**src/rtl/id_ex_pipe_if.sv**
```systemverilog
// ---------------------------------------------------------------------------
// id_ex_pipe_if
// Bundle of the ID/EX pipeline register's stage-facing signals.
//   ID side  (master drives) : id_valid, id_* decoder control bits, id_pc4,
//                              id_rdata1/2, id_imm, id_funct, id_rs/rt/rd
//   Control  (master drives) : ex_stall, flush
//   EX side  (slave drives)  : ex_valid, ex_* control bits, ex_pc4,
//                              ex_rdata1/2, ex_imm, ex_funct, ex_rs/rt/rd
//   Hazard   (slave drives)  : id_hold, load_use, bubble_cnt
// The slave modport is used by the pipeline register itself.
// ---------------------------------------------------------------------------
interface id_ex_pipe_if #(
    parameter int DATA_W = 32,
    parameter int REG_AW = 5,
    parameter int CNT_W  = 16
);
    // ID-stage inputs
    logic              id_valid;
    logic [1:0]        id_aluop;
    logic              id_memread;
    logic              id_memtoreg;
    logic              id_regdst;
    logic              id_branch;
    logic              id_alusrc;
    logic              id_memwrite;
    logic              id_regwrite;
    logic              id_jump;
    logic              id_jumpreg;
    logic [DATA_W-1:0] id_pc4;
    logic [DATA_W-1:0] id_rdata1;
    logic [DATA_W-1:0] id_rdata2;
    logic [DATA_W-1:0] id_imm;
    logic [5:0]        id_funct;
    logic [REG_AW-1:0] id_rs;
    logic [REG_AW-1:0] id_rt;
    logic [REG_AW-1:0] id_rd;

    // Pipeline control
    logic              ex_stall;
    logic              flush;

    // EX-stage outputs
    logic              ex_valid;
    logic [1:0]        ex_aluop;
    logic              ex_memread;
    logic              ex_memtoreg;
    logic              ex_regdst;
    logic              ex_branch;
    logic              ex_alusrc;
    logic              ex_memwrite;
    logic              ex_regwrite;
    logic              ex_jump;
    logic              ex_jumpreg;
    logic [DATA_W-1:0] ex_pc4;
    logic [DATA_W-1:0] ex_rdata1;
    logic [DATA_W-1:0] ex_rdata2;
    logic [DATA_W-1:0] ex_imm;
    logic [5:0]        ex_funct;
    logic [REG_AW-1:0] ex_rs;
    logic [REG_AW-1:0] ex_rt;
    logic [REG_AW-1:0] ex_rd;

    // Hazard outputs
    logic              id_hold;
    logic              load_use;
    logic [CNT_W-1:0]  bubble_cnt;

    modport master (
        output id_valid, id_aluop, id_memread, id_memtoreg, id_regdst,
               id_branch, id_alusrc, id_memwrite, id_regwrite, id_jump,
               id_jumpreg, id_pc4, id_rdata1, id_rdata2, id_imm, id_funct,
               id_rs, id_rt, id_rd, ex_stall, flush,
        input  ex_valid, ex_aluop, ex_memread, ex_memtoreg, ex_regdst,
               ex_branch, ex_alusrc, ex_memwrite, ex_regwrite, ex_jump,
               ex_jumpreg, ex_pc4, ex_rdata1, ex_rdata2, ex_imm, ex_funct,
               ex_rs, ex_rt, ex_rd, id_hold, load_use, bubble_cnt
    );

    modport slave (
        input  id_valid, id_aluop, id_memread, id_memtoreg, id_regdst,
               id_branch, id_alusrc, id_memwrite, id_regwrite, id_jump,
               id_jumpreg, id_pc4, id_rdata1, id_rdata2, id_imm, id_funct,
               id_rs, id_rt, id_rd, ex_stall, flush,
        output ex_valid, ex_aluop, ex_memread, ex_memtoreg, ex_regdst,
               ex_branch, ex_alusrc, ex_memwrite, ex_regwrite, ex_jump,
               ex_jumpreg, ex_pc4, ex_rdata1, ex_rdata2, ex_imm, ex_funct,
               ex_rs, ex_rt, ex_rd, id_hold, load_use, bubble_cnt
    );
endinterface

```
**src/rtl/id_ex_pipe.sv**
```systemverilog
// ---------------------------------------------------------------------------
// id_ex_pipe
// ID/EX pipeline register of the 5-stage MIPS pipeline with load-use hazard
// detection.
//   clk    : pipeline clock, rising edge
//   rst_n  : asynchronous active-low reset
//   bus    : id_ex_pipe_if.slave
//            in  : ID instruction fields + decoder control, ex_stall, flush
//            out : registered EX fields, id_hold, load_use, bubble_cnt
// Edge priority: flush (bubble) > ex_stall (hold) > load-use (bubble and
// count) > normal load. id_hold and load_use are combinational; all ex_*
// fields and bubble_cnt are registered.
// ---------------------------------------------------------------------------
module id_ex_pipe #(
    parameter int DATA_W = 32,
    parameter int REG_AW = 5,
    parameter int CNT_W  = 16
) (
    input  logic        clk,
    input  logic        rst_n,
    id_ex_pipe_if.slave bus
);

    typedef struct packed {
        logic [1:0] aluop;
        logic       memread;
        logic       memtoreg;
        logic       regdst;
        logic       branch;
        logic       alusrc;
        logic       memwrite;
        logic       regwrite;
        logic       jump;
        logic       jumpreg;
    } ctrl_t;

    typedef enum logic [1:0] {
        ACT_LOAD   = 2'd0,
        ACT_HOLD   = 2'd1,
        ACT_BUBBLE = 2'd2,
        ACT_FLUSH  = 2'd3
    } act_e;

    localparam ctrl_t             CTRL_NOP  = 11'b0;
    localparam logic [DATA_W-1:0] DATA_ZERO = {DATA_W{1'b0}};
    localparam logic [REG_AW-1:0] REG_ZERO  = {REG_AW{1'b0}};
    localparam logic [5:0]        FUNCT_ZERO = 6'b0;
    localparam logic [CNT_W-1:0]  CNT_ZERO  = {CNT_W{1'b0}};
    localparam logic [CNT_W-1:0]  CNT_ONE   = {{(CNT_W-1){1'b0}}, 1'b1};
    localparam logic [CNT_W-1:0]  CNT_MAX   = {CNT_W{1'b1}};

    logic              valid_q,  valid_d;
    ctrl_t             ctrl_q,   ctrl_d;
    logic [DATA_W-1:0] pc4_q,    pc4_d;
    logic [DATA_W-1:0] rdata1_q, rdata1_d;
    logic [DATA_W-1:0] rdata2_q, rdata2_d;
    logic [DATA_W-1:0] imm_q,    imm_d;
    logic [5:0]        funct_q,  funct_d;
    logic [REG_AW-1:0] rs_q,     rs_d;
    logic [REG_AW-1:0] rt_q,     rt_d;
    logic [REG_AW-1:0] rd_q,     rd_d;
    logic [CNT_W-1:0]  cnt_q,    cnt_d;

    ctrl_t             id_ctrl_s;
    logic              load_use_s;
    logic              id_hold_s;
    act_e              act_s;

    // Gather the decoder's control bits into one bundle.
    always_comb begin
        id_ctrl_s.aluop    = bus.id_aluop;
        id_ctrl_s.memread  = bus.id_memread;
        id_ctrl_s.memtoreg = bus.id_memtoreg;
        id_ctrl_s.regdst   = bus.id_regdst;
        id_ctrl_s.branch   = bus.id_branch;
        id_ctrl_s.alusrc   = bus.id_alusrc;
        id_ctrl_s.memwrite = bus.id_memwrite;
        id_ctrl_s.regwrite = bus.id_regwrite;
        id_ctrl_s.jump     = bus.id_jump;
        id_ctrl_s.jumpreg  = bus.id_jumpreg;
    end

    // Load-use detection: both ID source fields are compared regardless of
    // instruction format; a false match on an I-type rt only costs a bubble.
    // $zero never carries a dependency.
    always_comb begin
        load_use_s = valid_q & ctrl_q.memread & (rt_q != REG_ZERO) & bus.id_valid
                   & ((rt_q == bus.id_rs) | (rt_q == bus.id_rt));
        id_hold_s  = ~bus.flush & (bus.ex_stall | load_use_s);
    end

    // Edge action by priority: a redirect squashes even a stalled slot.
    always_comb begin
        act_s = ACT_LOAD;
        if (bus.flush) begin
            act_s = ACT_FLUSH;
        end else if (bus.ex_stall) begin
            act_s = ACT_HOLD;
        end else if (load_use_s) begin
            act_s = ACT_BUBBLE;
        end else begin
            act_s = ACT_LOAD;
        end
    end

    // Next-state values for the stage register and the bubble counter.
    always_comb begin
        valid_d  = valid_q;
        ctrl_d   = ctrl_q;
        pc4_d    = pc4_q;
        rdata1_d = rdata1_q;
        rdata2_d = rdata2_q;
        imm_d    = imm_q;
        funct_d  = funct_q;
        rs_d     = rs_q;
        rt_d     = rt_q;
        rd_d     = rd_q;
        cnt_d    = cnt_q;

        case (act_s)
            ACT_HOLD: begin
                valid_d = valid_q;
            end
            ACT_LOAD: begin
                // An empty ID slot still moves its data but never its
                // control, so it cannot have architectural effect.
                valid_d  = bus.id_valid;
                ctrl_d   = bus.id_valid ? id_ctrl_s : CTRL_NOP;
                pc4_d    = bus.id_pc4;
                rdata1_d = bus.id_rdata1;
                rdata2_d = bus.id_rdata2;
                imm_d    = bus.id_imm;
                funct_d  = bus.id_funct;
                rs_d     = bus.id_rs;
                rt_d     = bus.id_rt;
                rd_d     = bus.id_rd;
            end
            ACT_BUBBLE, ACT_FLUSH: begin
                valid_d  = 1'b0;
                ctrl_d   = CTRL_NOP;
                pc4_d    = DATA_ZERO;
                rdata1_d = DATA_ZERO;
                rdata2_d = DATA_ZERO;
                imm_d    = DATA_ZERO;
                funct_d  = FUNCT_ZERO;
                rs_d     = REG_ZERO;
                rt_d     = REG_ZERO;
                rd_d     = REG_ZERO;
            end
            default: begin
                valid_d  = 1'b0;
                ctrl_d   = CTRL_NOP;
                pc4_d    = DATA_ZERO;
                rdata1_d = DATA_ZERO;
                rdata2_d = DATA_ZERO;
                imm_d    = DATA_ZERO;
                funct_d  = FUNCT_ZERO;
                rs_d     = REG_ZERO;
                rt_d     = REG_ZERO;
                rd_d     = REG_ZERO;
            end
        endcase

        // Only load-use bubbles are counted; flush bubbles are not.
        if ((act_s == ACT_BUBBLE) && (cnt_q != CNT_MAX)) begin
            cnt_d = cnt_q + CNT_ONE;
        end else begin
            cnt_d = cnt_q;
        end
    end

    // Stage register and bubble counter.
    always_ff @(posedge clk or negedge rst_n) begin
        if (!rst_n) begin
            valid_q  <= 1'b0;
            ctrl_q   <= CTRL_NOP;
            pc4_q    <= DATA_ZERO;
            rdata1_q <= DATA_ZERO;
            rdata2_q <= DATA_ZERO;
            imm_q    <= DATA_ZERO;
            funct_q  <= FUNCT_ZERO;
            rs_q     <= REG_ZERO;
            rt_q     <= REG_ZERO;
            rd_q     <= REG_ZERO;
            cnt_q    <= CNT_ZERO;
        end else begin
            valid_q  <= valid_d;
            ctrl_q   <= ctrl_d;
            pc4_q    <= pc4_d;
            rdata1_q <= rdata1_d;
            rdata2_q <= rdata2_d;
            imm_q    <= imm_d;
            funct_q  <= funct_d;
            rs_q     <= rs_d;
            rt_q     <= rt_d;
            rd_q     <= rd_d;
            cnt_q    <= cnt_d;
        end
    end

    assign bus.ex_valid    = valid_q;
    assign bus.ex_aluop    = ctrl_q.aluop;
    assign bus.ex_memread  = ctrl_q.memread;
    assign bus.ex_memtoreg = ctrl_q.memtoreg;
    assign bus.ex_regdst   = ctrl_q.regdst;
    assign bus.ex_branch   = ctrl_q.branch;
    assign bus.ex_alusrc   = ctrl_q.alusrc;
    assign bus.ex_memwrite = ctrl_q.memwrite;
    assign bus.ex_regwrite = ctrl_q.regwrite;
    assign bus.ex_jump     = ctrl_q.jump;
    assign bus.ex_jumpreg  = ctrl_q.jumpreg;
    assign bus.ex_pc4      = pc4_q;
    assign bus.ex_rdata1   = rdata1_q;
    assign bus.ex_rdata2   = rdata2_q;
    assign bus.ex_imm      = imm_q;
    assign bus.ex_funct    = funct_q;
    assign bus.ex_rs       = rs_q;
    assign bus.ex_rt       = rt_q;
    assign bus.ex_rd       = rd_q;
    assign bus.id_hold     = id_hold_s;
    assign bus.load_use    = load_use_s;
    assign bus.bubble_cnt  = cnt_q;

endmodule
```
**src/flat_wrapper.sv**
```systemverilog
// flat-port wrapper written by rule: the top's interface ports become plain ports
module id_ex_pipe_flat 
#(
    parameter int DATA_W = 32,
    parameter int REG_AW = 5,
    parameter int CNT_W  = 16
)
  (clk, rst_n, bus_id_valid, bus_id_aluop, bus_id_memread, bus_id_memtoreg, bus_id_regdst, bus_id_branch, bus_id_alusrc, bus_id_memwrite, bus_id_regwrite, bus_id_jump, bus_id_jumpreg, bus_id_pc4, bus_id_rdata1, bus_id_rdata2, bus_id_imm, bus_id_funct, bus_id_rs, bus_id_rt, bus_id_rd, bus_ex_stall, bus_flush, bus_ex_valid, bus_ex_aluop, bus_ex_memread, bus_ex_memtoreg, bus_ex_regdst, bus_ex_branch, bus_ex_alusrc, bus_ex_memwrite, bus_ex_regwrite, bus_ex_jump, bus_ex_jumpreg, bus_ex_pc4, bus_ex_rdata1, bus_ex_rdata2, bus_ex_imm, bus_ex_funct, bus_ex_rs, bus_ex_rt, bus_ex_rd, bus_id_hold, bus_load_use, bus_bubble_cnt);
  id_ex_pipe_if #(.DATA_W(DATA_W), .REG_AW(REG_AW), .CNT_W(CNT_W)) bus_i ();
  input  logic clk;
  input  logic rst_n;
  input wire logic [$bits(bus_i.id_valid)-1:0] bus_id_valid;
  input wire logic [$bits(bus_i.id_aluop)-1:0] bus_id_aluop;
  input wire logic [$bits(bus_i.id_memread)-1:0] bus_id_memread;
  input wire logic [$bits(bus_i.id_memtoreg)-1:0] bus_id_memtoreg;
  input wire logic [$bits(bus_i.id_regdst)-1:0] bus_id_regdst;
  input wire logic [$bits(bus_i.id_branch)-1:0] bus_id_branch;
  input wire logic [$bits(bus_i.id_alusrc)-1:0] bus_id_alusrc;
  input wire logic [$bits(bus_i.id_memwrite)-1:0] bus_id_memwrite;
  input wire logic [$bits(bus_i.id_regwrite)-1:0] bus_id_regwrite;
  input wire logic [$bits(bus_i.id_jump)-1:0] bus_id_jump;
  input wire logic [$bits(bus_i.id_jumpreg)-1:0] bus_id_jumpreg;
  input wire logic [$bits(bus_i.id_pc4)-1:0] bus_id_pc4;
  input wire logic [$bits(bus_i.id_rdata1)-1:0] bus_id_rdata1;
  input wire logic [$bits(bus_i.id_rdata2)-1:0] bus_id_rdata2;
  input wire logic [$bits(bus_i.id_imm)-1:0] bus_id_imm;
  input wire logic [$bits(bus_i.id_funct)-1:0] bus_id_funct;
  input wire logic [$bits(bus_i.id_rs)-1:0] bus_id_rs;
  input wire logic [$bits(bus_i.id_rt)-1:0] bus_id_rt;
  input wire logic [$bits(bus_i.id_rd)-1:0] bus_id_rd;
  input wire logic [$bits(bus_i.ex_stall)-1:0] bus_ex_stall;
  input wire logic [$bits(bus_i.flush)-1:0] bus_flush;
  output wire logic [$bits(bus_i.ex_valid)-1:0] bus_ex_valid;
  output wire logic [$bits(bus_i.ex_aluop)-1:0] bus_ex_aluop;
  output wire logic [$bits(bus_i.ex_memread)-1:0] bus_ex_memread;
  output wire logic [$bits(bus_i.ex_memtoreg)-1:0] bus_ex_memtoreg;
  output wire logic [$bits(bus_i.ex_regdst)-1:0] bus_ex_regdst;
  output wire logic [$bits(bus_i.ex_branch)-1:0] bus_ex_branch;
  output wire logic [$bits(bus_i.ex_alusrc)-1:0] bus_ex_alusrc;
  output wire logic [$bits(bus_i.ex_memwrite)-1:0] bus_ex_memwrite;
  output wire logic [$bits(bus_i.ex_regwrite)-1:0] bus_ex_regwrite;
  output wire logic [$bits(bus_i.ex_jump)-1:0] bus_ex_jump;
  output wire logic [$bits(bus_i.ex_jumpreg)-1:0] bus_ex_jumpreg;
  output wire logic [$bits(bus_i.ex_pc4)-1:0] bus_ex_pc4;
  output wire logic [$bits(bus_i.ex_rdata1)-1:0] bus_ex_rdata1;
  output wire logic [$bits(bus_i.ex_rdata2)-1:0] bus_ex_rdata2;
  output wire logic [$bits(bus_i.ex_imm)-1:0] bus_ex_imm;
  output wire logic [$bits(bus_i.ex_funct)-1:0] bus_ex_funct;
  output wire logic [$bits(bus_i.ex_rs)-1:0] bus_ex_rs;
  output wire logic [$bits(bus_i.ex_rt)-1:0] bus_ex_rt;
  output wire logic [$bits(bus_i.ex_rd)-1:0] bus_ex_rd;
  output wire logic [$bits(bus_i.id_hold)-1:0] bus_id_hold;
  output wire logic [$bits(bus_i.load_use)-1:0] bus_load_use;
  output wire logic [$bits(bus_i.bubble_cnt)-1:0] bus_bubble_cnt;
  assign bus_i.id_valid = bus_id_valid;
  assign bus_i.id_aluop = bus_id_aluop;
  assign bus_i.id_memread = bus_id_memread;
  assign bus_i.id_memtoreg = bus_id_memtoreg;
  assign bus_i.id_regdst = bus_id_regdst;
  assign bus_i.id_branch = bus_id_branch;
  assign bus_i.id_alusrc = bus_id_alusrc;
  assign bus_i.id_memwrite = bus_id_memwrite;
  assign bus_i.id_regwrite = bus_id_regwrite;
  assign bus_i.id_jump = bus_id_jump;
  assign bus_i.id_jumpreg = bus_id_jumpreg;
  assign bus_i.id_pc4 = bus_id_pc4;
  assign bus_i.id_rdata1 = bus_id_rdata1;
  assign bus_i.id_rdata2 = bus_id_rdata2;
  assign bus_i.id_imm = bus_id_imm;
  assign bus_i.id_funct = bus_id_funct;
  assign bus_i.id_rs = bus_id_rs;
  assign bus_i.id_rt = bus_id_rt;
  assign bus_i.id_rd = bus_id_rd;
  assign bus_i.ex_stall = bus_ex_stall;
  assign bus_i.flush = bus_flush;
  assign bus_ex_valid = bus_i.ex_valid;
  assign bus_ex_aluop = bus_i.ex_aluop;
  assign bus_ex_memread = bus_i.ex_memread;
  assign bus_ex_memtoreg = bus_i.ex_memtoreg;
  assign bus_ex_regdst = bus_i.ex_regdst;
  assign bus_ex_branch = bus_i.ex_branch;
  assign bus_ex_alusrc = bus_i.ex_alusrc;
  assign bus_ex_memwrite = bus_i.ex_memwrite;
  assign bus_ex_regwrite = bus_i.ex_regwrite;
  assign bus_ex_jump = bus_i.ex_jump;
  assign bus_ex_jumpreg = bus_i.ex_jumpreg;
  assign bus_ex_pc4 = bus_i.ex_pc4;
  assign bus_ex_rdata1 = bus_i.ex_rdata1;
  assign bus_ex_rdata2 = bus_i.ex_rdata2;
  assign bus_ex_imm = bus_i.ex_imm;
  assign bus_ex_funct = bus_i.ex_funct;
  assign bus_ex_rs = bus_i.ex_rs;
  assign bus_ex_rt = bus_i.ex_rt;
  assign bus_ex_rd = bus_i.ex_rd;
  assign bus_id_hold = bus_i.id_hold;
  assign bus_load_use = bus_i.load_use;
  assign bus_bubble_cnt = bus_i.bubble_cnt;
  id_ex_pipe #(.DATA_W(DATA_W), .REG_AW(REG_AW), .CNT_W(CNT_W)) u_core (.clk(clk), .rst_n(rst_n), .bus(bus_i));
endmodule
```
**config.mk**
```make
export PLATFORM = sky130hd
export DESIGN_NAME = id_ex_pipe_flat
export DESIGN_NICKNAME = d
export VERILOG_FILES = /design/src/rtl/id_ex_pipe_if.sv /design/src/rtl/id_ex_pipe.sv /design/src/flat_wrapper.sv
export SDC_FILE = /design/constraint.sdc
export NUM_CORES = 1
export LEC_CHECK = 0
export BUFFER_PORTS_ARGS = -buffer_cell sky130_fd_sc_hd__buf_2
export CAP_MARGIN = 20
export CORE_ASPECT_RATIO = 0.6
export CORE_MARGIN = 1.5
export CORE_UTILIZATION = 42
export DETAILED_ROUTE_END_ITERATION = 10
export PLACE_DENSITY = 0.89
export RECOVER_POWER = 100
export SYNTH_ARGS = -nofsm -noshare
export SYNTH_HDL_FRONTEND = slang
export SYNTH_SLANG_ARGS = --single-unit
```
**constraint.sdc**
```tcl
create_clock -name clk -period 2 [get_ports clk]
set_clock_uncertainty 0.05 [all_clocks]
set_input_delay 0.1 -clock clk [delete_from_list [all_inputs] [get_ports clk]]
set_output_delay 0.1 -clock clk [all_outputs]
set_load 0.02 [all_outputs]
```
* Yosys cells after proc, flatten, opt, wreduce, memory -nomap -nowiden
Cells that the tools add are included.
Storage, ports and cells: register bits after elaboration 177, input bits 165, output and inout port bits 179, word-level logic and storage cells 54
Operators by class: add/subtract/negate cells 1, eq/ne operators 6, multiplexer cells 14, bitwise operators 8, reduce and logical (&&, ||, !) cells 5
Operators by type and width (number):
- 32-bit case mux with 2 select lines | 4
- 5-bit case mux with 2 select lines | 3
- 11-bit case mux with 2 select lines | 1
- 16-bit by 1-bit adder with 16-bit output, second input constant | 1
- 16-bit inequality test, second input constant | 1
- 6-bit case mux with 2 select lines | 1
- 11-bit two-way mux | 1
- 5-bit == test | 2
- 2-bit two-way mux | 3
- 1-bit AND | 5
- 5-bit nonzero test | 1
- 2-bit == test, second input constant | 2
- 2-bit by 1-bit == test with 1-bit output, second input constant | 1
- 2-bit zero test | 1
- 1-bit OR | 2
- 1-bit case mux with 2 select lines | 1
- 2-bit nonzero test | 1
- 2-bit OR reduction | 1
- 1-bit logical AND | 1
- 1-bit NOT | 1

* Logic depth before layout (Yosys ltp)
Gate-level depths: netlist (run 1).
depth after elaboration 10, depth in mapped cells 7, mapped depth without buffers 6

* Least setup slack after synthesis (run 1)
No wires, ideal clock.
kind flip-flop to flip-flop, start reg u_core.rt_q[0] (netlist: u_core.bus.ex_rt[0]), end reg u_core.cnt_q[1] (netlist: u_core.bus.bubble_cnt[1]), setup time 0.125 ns, arrival time 1.839 ns, data required time 1.825 ns, path slack -0.013 ns, cell stages (with the launch flop) 6, buffers on the path 0, period minus slack after synthesis 2.013 ns, cell sequence dfrtp_1 or4_1 o2111ai_2 a41oi_1 nand3_1 mux2_2
On the way: word-level cells in the longest chain between the ends 9, elaborated cells on any way between the ends 12, those cells by class eq/ne (3); mux (3); bitwise (4); reduce/logical (2)
Ends and longest elaborated chain:
- start, declared | RTL line id_ex_pipe.sv:60 | logic [REG_AW-1:0] rt_q, rt_d;
- start signal, assigned | RTL line id_ex_pipe.sv:195 | rt_q <= rt_d;
- 5-bit nonzero test | RTL line id_ex_pipe.sv:87 | load_use_s = valid_q & ctrl_q.memread & (rt_q != REG_ZERO) & bus.id_valid
- 1-bit AND (2 in series) | RTL line id_ex_pipe.sv:87
- 1-bit AND * | RTL line id_ex_pipe.sv:88 | & ((rt_q == bus.id_rs) | (rt_q == bus.id_rt));
- 2-bit two-way mux * | RTL line id_ex_pipe.sv:99 | end else if (load_use_s) begin
- 2-bit two-way mux * | RTL line id_ex_pipe.sv:97 | end else if (bus.ex_stall) begin
- 2-bit two-way mux * | RTL line id_ex_pipe.sv:95 | if (bus.flush) begin
- 2-bit == test * | RTL line id_ex_pipe.sv:165 | if ((act_s == ACT_BUBBLE) && (cnt_q != CNT_MAX)) begin
- 1-bit logical AND * | RTL line id_ex_pipe.sv:165
- end signal, assigned | RTL line id_ex_pipe.sv:197 | cnt_q <= cnt_d;
- end, declared | RTL line id_ex_pipe.sv:62 | logic [CNT_W-1:0] cnt_q, cnt_d;
Every way passes the cells marked *; elsewhere a longest branch is shown, timed or not. A chain may end at the register's enable or synchronous reset.

* Worst setup path in the final report (run 1)
start reg u_core.rt_q[1] (netlist: u_core.bus.ex_rt[1]), end out bus_load_use
On the way: word-level cells in the longest chain between the ends 4, elaborated cells on any way between the ends 7, those cells by class eq/ne (2); bitwise (4); reduce/logical (1)
Ends and longest elaborated chain:
- 5-bit nonzero test | RTL line id_ex_pipe.sv:87
- 1-bit AND (2 in series) | RTL line id_ex_pipe.sv:87
- 1-bit AND * | RTL line id_ex_pipe.sv:88
- end, declared | RTL line flat_wrapper.sv:53 | output wire logic [$bits(bus_i.load_use)-1:0] bus_load_use;
Marked as above.

==> summary.txt, run 1 <==
Logic synthesis
  • Ys Warns: 0
  • Post-synthesis area per instance: approximately 14 um^2
  • Syn nets: 685
  • Synthesized area: between 0.007 and 0.008 mm^2
  • Gate Count Post-Synth: between 500 and 600
  • Register area share after synthesis: 62.2%
  • Library cells used by synthesis: 38
  • Post-synthesis register bit count: ~180

Die
  • Width of the die: ~170 um
  • Initial Util: a little over two fifths
  • # IOs: 344
  • Rows: 36
  • Die Height: ~100 um
  • Core box area: approximately 0.016 mm^2
  • Die ar.: ~0.018 mm^2

GRT
  • Largest net degree at the start of global routing: a little over 100
  • GRT Residual Overflow: 0
  • First-pass GRT wire length: roughly 41000 um
  • Initial antenna violation count: 1
  • Grt peak-use layer: met2
  • M3 GR Usage: between 8 and 9%
  • Grt met2 use: about 50%
  • Met1 global-route usage: roughly a third
  • All-Layer GR Usage: between 20% and 30%
  • Vias in the first global route: about 7700

Critical path
  • Critical path launch point type: flip-flop
  • CP max FO: 22
  • WS Path Type: reg2out
  • CP Capture Type: output port
  • WP data required: 1.85 ns
  • Critical path arrival: 2.08 ns

Timing
  • Final Hold Vio Count: 0
  • Setup ws final: -0.228 ns
  • Setup Viol. Count Final: about 140
  • Rel. slew slack: -6.10%
  • Max Fclk: between 0.4 and 0.5 GHz
  • RSZ-0062 raised after global routing: true
  • Period utilization: 111%
  • Max-slew violations: 60
  • Min cycle time layout: about 2.2 ns
  • TNS Setup: -19.28 ns
  • Worst slew pin tran: 1.59 ns

Layout
  • Fill cells: about 1200
  • Final #Nets: approximately 1200
  • Post-route cell area: around 0.011 mm^2
  • Fin cells: 1284
  • Area growth, synth to finish: 61.5%
  • Share of cells above drive strength 1: around a quarter
  • Commonest non-fill, non-tap cells in the layout: clkbuf_1, dfrtp_1, buf_2, dlygate4sd3_1, a32o_1

Clocking
  • H-tree Lvls: 4
  • CTS root buffer: clkbuf_16
  • CTS Buffer Depth: 2
  • CTS clk-pin slew, worst paths: 0.08 ns
  • CTS sink cnt: 177
  • Latest clock arrival within the worst-skew pair: between 0.4 and 0.5 ns
  • CTS tree: yes
  • CTS Buf Count: 17

Routing
  • Drt pass-1 iters: 5
  • DRT antenna net count: 0
  • Total detailed-routing wirelength: about 27000 um
  • Drt first-iter violations: between 600 and 700
  • Wire per inst: roughly 21 um
  • Routed via count divided by cell count: around 5.7
  • Vias: roughly 7300
  • Drc violations: 0

Power and ir drop
  • Total power: 0.00855 W
  • Worst vdd ir: ~730 uV
  • Power per cell area: ~740 mW/mm^2
  • LEAKAGE: ~5.2 nW

Placed design
  • RD Place Congestion: approximately 0.87
  • I/O Buffers: approximately 340
  • Dpl cell area: around 0.0093 mm^2
  • Dpl cells: 1083
  • Post-detail-place hpwl: between 15000 and 20000 um

Job
  • Max Cap Viol: 1

Hold path
  • Hold Crit Class: in2reg

Status
  • Failing checks: max-capacitance violations, max-slew violations, negative setup slack
  • Outcome: finished with violations
## power by group
part / leakage, nW / internal [W] / switching, W
Sequential: 2.37 / 0.00376 / 0.000117
Clock: 0.293 / 0.00178 / 0.00154
Combinational: 2.56 / 0.000604 / 0.000741
## state kept, by name, summed over array words and instances, names as in the netlist, 2 cells and up
register / count
u_core.bus.ex_imm: 32
u_core.bus.bubble_cnt: 16
u_core.bus.ex_rdata2: 32
u_core.bus.ex_rdata1: 32
u_core.bus.ex_funct: 6
u_core.bus.ex_aluop: 2
u_core.bus.ex_rd: 5
u_core.bus.ex_rt: 5
u_core.bus.ex_rs: 5
u_core.bus.ex_pc4: 32
## per-stage QoR
stage	setup WS, ns	util [%]	hold slack, ns
6_report	-0.228	70.1	0.0354
5_1_grt	-0.293	70.1	0.0327
4_1_cts	-0.225	71.3	0.0232
3_5_place_dp	-0.0150	56.9	0.0732
3_3_place_gp	0.0132	56.9	0.0741
2_1_floorplan	0.00278	-	-0.246
## per-layer routing
metal | vias up | wire, um
met1 | 3647 | 9940
met4 | 0 | 1080
met5 | - | 0
li1 | 3112 | -
met3 | 112 | 2280
met2 | 448 | 13400
## Yosys cell counts (all sizes together)
cell type / count / share of area (%)
nor2: 5 / 0.30
a32o: 139 / 20
and4: 4 / 0.49
a31o: 1 / 0.12
nand3: 17 / 1.2
a41oi: 2 / 0.25
and3: 2 / 0.18
nand2: 21 / 1.2
a31oi: 1 / 0.088
xnor2: 23 / 2.8
xor2: 1 / 0.12
nand3b: 7 / 0.74
clkbuf: 37 / 2.0
o2111ai: 1 / 0.21
o41ai: 10 / 2.1
nand4: 10 / 0.88
nor3b: 2 / 0.21
nand4b: 3 / 0.37
a41o: 1 / 0.14
o22ai: 1 / 0.18
buf: 21 / 2.3
and4bb: 1 / 0.18
mux2: 1 / 0.16
dfrtp: 177 / 62
inv: 14 / 0.74
o21ai: 10 / 0.70
clkinv: 1 / 0.053
nor3: 2 / 0.14
ha: 1 / 0.18
a21oi: 1 / 0.070
or4: 1 / 0.11
nor2b: 1 / 0.088
## final timing paths
path                                   startpoint                       end  cells after the start  slack (ns)
hold reg to reg            u_core.bus.ex_memwrite    u_core.bus.ex_memwrite                      2        0.44
setup reg to reg              u_core.bus.ex_rt[1]     u_core.bus.ex_pc4[20]                      7       -0.22
setup / recovery              u_core.bus.ex_rt[1]              bus_load_use                      6       -0.23
max in group asynchronous                   rst_n     u_core.bus.ex_pc4[19]                      3        0.26
hold / removal                          bus_flush  u_core.bus.bubble_cnt[3]                      4        0.04
min in group asynchronous                   rst_n     u_core.bus.ex_pc4[17]                      2        0.62
## worst max-delay path: stages, from the launching register on
cell and delay, ns:
dfrtp_1 0.50, xnor2_1 0.29, nand2_2 0.13, o22ai_4 0.23, nand2_4 0.11, inv_6 0.18, buf_2 0.21
## layout make-up
cell class              instances  area [um^2]  share of cell area [%]
flip-flops and latches        177         4430                    38.5
repair buffers                562         3730                    32.4
multi-input cells             269         2400                    20.9
clock buffers                  17          425                    3.70
well taps                     228          285                    2.48
clock inverters                15          165                    1.44
inverters                      15         61.3                   0.533
diodes                          1         2.50                  0.0218
## repair_timing
action | CTS | global route
resized for setup | 7 | 7
buffers inserted | 3 | 1
cloned | 3 | 0
setup endpoints to repair | 93 | 163
hold buffers | 161 | 0
pin swaps | 4 | 5
endpoints found under the hold margin | 213 | 0
## cell families after synthesis
| kind of cell | after synthesis | share of synthesized area [%] |
|---|---|---|
| simple gates | 76 | 6.08 |
| compound gates | 167 | 23.4 |
| buf+inv | 73 | 5.08 |
| flops | 177 | 62.2 |
| xor+xnor | 24 | 2.95 |
| mux | 1 | 0.158 |
| fa+ha+maj | 1 | 0.176 |
Power figures use the tool's default switching activity.
==> run 2: changes to the inputs <==
--- a/config.mk
+++ b/config.mk
@@ -9,9 +9,9 @@
 export CAP_MARGIN = 20
 export CORE_ASPECT_RATIO = 0.6
 export CORE_MARGIN = 1.5
-export CORE_UTILIZATION = 42
+export CORE_UTILIZATION = 45
 export DETAILED_ROUTE_END_ITERATION = 10
-export PLACE_DENSITY = 0.89
+export PLACE_DENSITY = 0.9
 export RECOVER_POWER = 100
 export SYNTH_ARGS = -nofsm -noshare
 export SYNTH_HDL_FRONTEND = slang
==> constraint.sdc (replaced) <==
create_clock -name clk -period 2.7 [get_ports clk]
set_clock_uncertainty 0.05 [all_clocks]
set_input_delay 0.135 -clock clk [delete_from_list [all_inputs] [get_ports clk]]
set_output_delay 0.135 -clock clk [all_outputs]
set_load 0.02 [all_outputs]
==> summary.txt, run 2 (same netlist as run 1, synthesis figures left out) <==
Status
  • Outcome: complete, no violations

GRT
  • All-Layer GR Usage: 28.0% (-1.8 points)
  • GRT Residual Overflow: 0 (unchanged)
  • Grt met2 use: 47.6% (-3.2 points)
  • M3 GR Usage: 7.73% (-1.0 points)
  • Met1 global-route usage: 33.1% (-1.3 points)
  • Initial antenna violation count: 0 (-1)
  • Grt peak-use layer: met2
  • Largest net degree at the start of global routing: 100 (-2.0%)
  • Vias in the first global route: 7111 (-8.2%)
  • First-pass GRT wire length: 36300 um (-12%)

Timing
  • RSZ-0062 raised after global routing: false
  • Period utilization: 94.6%
  • Min cycle time layout: between 2 and 3 ns
  • Max Fclk: approximately 0.4 GHz
  • Max-slew violations: 0 (-100%)
  • TNS Setup: 0 ns (+19.28 ns)
  • Worst slew pin tran: 1.43 ns (-0.162 ns)
  • Final Hold Vio Count: 0 (unchanged)
  • Rel. slew slack: 4.73% (+11 points)
  • Setup ws final: 0.146 ns (+0.375 ns)
  • Setup Viol. Count Final: 0 (-100%)

Power and ir drop
  • Power per cell area: 565 mW/mm^2 (-24%)
  • Worst vdd ir: 337 uV (-54%)
  • LEAKAGE: 4.83 nW (-7.5%)

Die
  • Initial Util: 46.2% (+2.8 points)
  • Core box area: 0.0154 mm^2 (-6.0%)
  • # IOs: 344 (unchanged)
  • Die Height: 100 um (-3.3%)
  • Die ar.: 0.0166 mm^2 (-6.5%)
  • Rows: 35 (-2.8%)
  • Width of the die: 165 um (-3.3%)

Placed design
  • RD Place Congestion: 0.857 (-1.4%)
  • Pre-CTS setup slack: 0.567 ns (+0.582 ns)
  • I/O Buffers: 343 (unchanged)
  • Dpl cells: 1021 (-5.7%)
  • Post-detail-place hpwl: 14000 um (-9.7%)

Clocking
  • CTS Buf Count: 17 (unchanged)
  • Post-CTS Setup Bufs: 0 (-3)
  • CTS root buffer: clkbuf_16
  • Post_cts resized: 0 (-7)
  • CTS clk-pin slew, worst paths: 0.07 ns (about the same)
  • CTS Buffer Depth: 2 (unchanged)
  • CTS sink cnt: 177 (unchanged)
  • H-tree Lvls: 4 (unchanged)
  • CTS tree: yes
  • Latest clock arrival within the worst-skew pair: 0.41 ns (about the same)

Critical path
  • Critical path launch point type: flip-flop
  • WP data required: 2.52 ns (+0.67 ns)
  • CP max FO: 54 (+150%)
  • Critical path arrival: 2.37 ns (+0.29 ns)
  • WS Path Type: reg2out
  • CP Capture Type: output port

Routing
  • Vias: 6818 (-6.8%)
  • Drt pass-1 iters: 7 (+2)
  • Routed via count divided by cell count: 5.61 (-1.6%)
  • Drt first-iter violations: 458 (-27%)
  • Total detailed-routing wirelength: 23400 um (-12%)
  • DRT antenna net count: 0 (unchanged)
  • Wire per inst: 19.3 um (-7.4%)
  • Drc violations: 0 (unchanged)

Job
  • Max Cap Viol: 0 (-1)

Hold path
  • Hold Crit Class: in2reg

Layout
  • Final #Nets: 1164 (-3.6%)
  • Commonest non-fill, non-tap cell in the layout: clkbuf_1
  • Commonest non-fill, non-tap cells in the layout: clkbuf_1, dfrtp_1, buf_2, dlygate4sd3_1, a32o_1
  • Share of cells above drive strength 1: 21.5% (-5.1 points)
  • Area growth, synth to finish: 52.3%
  • Fin cells: 1215 (-5.4%)
  • Post-route core utilization: 70.4% (+0.23 points)
==> run 2: routing by layer <==
metal	share of wire, %	vias up
met2	51	298
met4	3.1	0
met5	0	-
met3	6.7	69
met1	39	3421
li1	-	3030
==> run 2: power by group <==
part / internal, W / switching (W) / total (W)
logic: 0.000426 / 0.000517 / 0.000943
clock network: 0.00122 / 0.00110 / 0.00232
registers: 0.00278 / 0.0000867 / 0.00287
total: 0.00443 / 0.00170 / 0.00613
==> run 2: cell type report <==
cell class              instances  area, um^2
diodes                          1        2.50
clock buffers                  19         433
clock inverters                13         119
fillers                      1188        4570
inverters                      15        56.3
multi-input cells             269        2280
flip-flops and latches        177        4430
well taps                     203         254
repair buffers                518        3270
==> run 2: final timing paths <==
path	slack (ns)	end	from	depth (start not counted)
max	0.15	bus_id_hold	u_core.bus.ex_rt[0]	7
min	0.11	u_core.bus.ex_rt[2]	bus_ex_stall	3
max reg2reg	0.26	u_core.bus.ex_rdata1[10]	u_core.bus.ex_rt[0]	6
min reg2reg	0.44	u_core.bus.ex_branch	u_core.bus.ex_branch	2
max in group asynchronous	0.43	u_core.bus.ex_rdata2[17]	rst_n	3
min in group asynchronous	0.55	u_core.bus.ex_pc4[18]	rst_n	2
==> run 2: through the flow <==
stage	area (um^2)	total power, W	hold WS [ns]
after floorplan	7120	0.00330	-0.211
after global placement	9010	0.00367	0.0977
after detailed placement	9010	0.00370	0.0933
after CTS	11200	0.00620	0.141
after global routing	10800	0.00636	0.112
final	10800	0.00613	0.114
==> run 2: worst max-delay path, cell delays in order, from the launching register on <==
cell,delay [ns]
dfrtp_1,0.44
or4_1,0.56
o2111ai_2,0.23
inv_2,0.09
nand2_4,0.10
buf_12,0.24
a21oi_1,0.10
clkbuf_2,0.18
==> run 2: timing repair <==
action                                  4_1_cts  5_1_grt
hold buffers                                161        0
endpoints found under the setup margin        0        0
hold endpoints to repair                    216        0
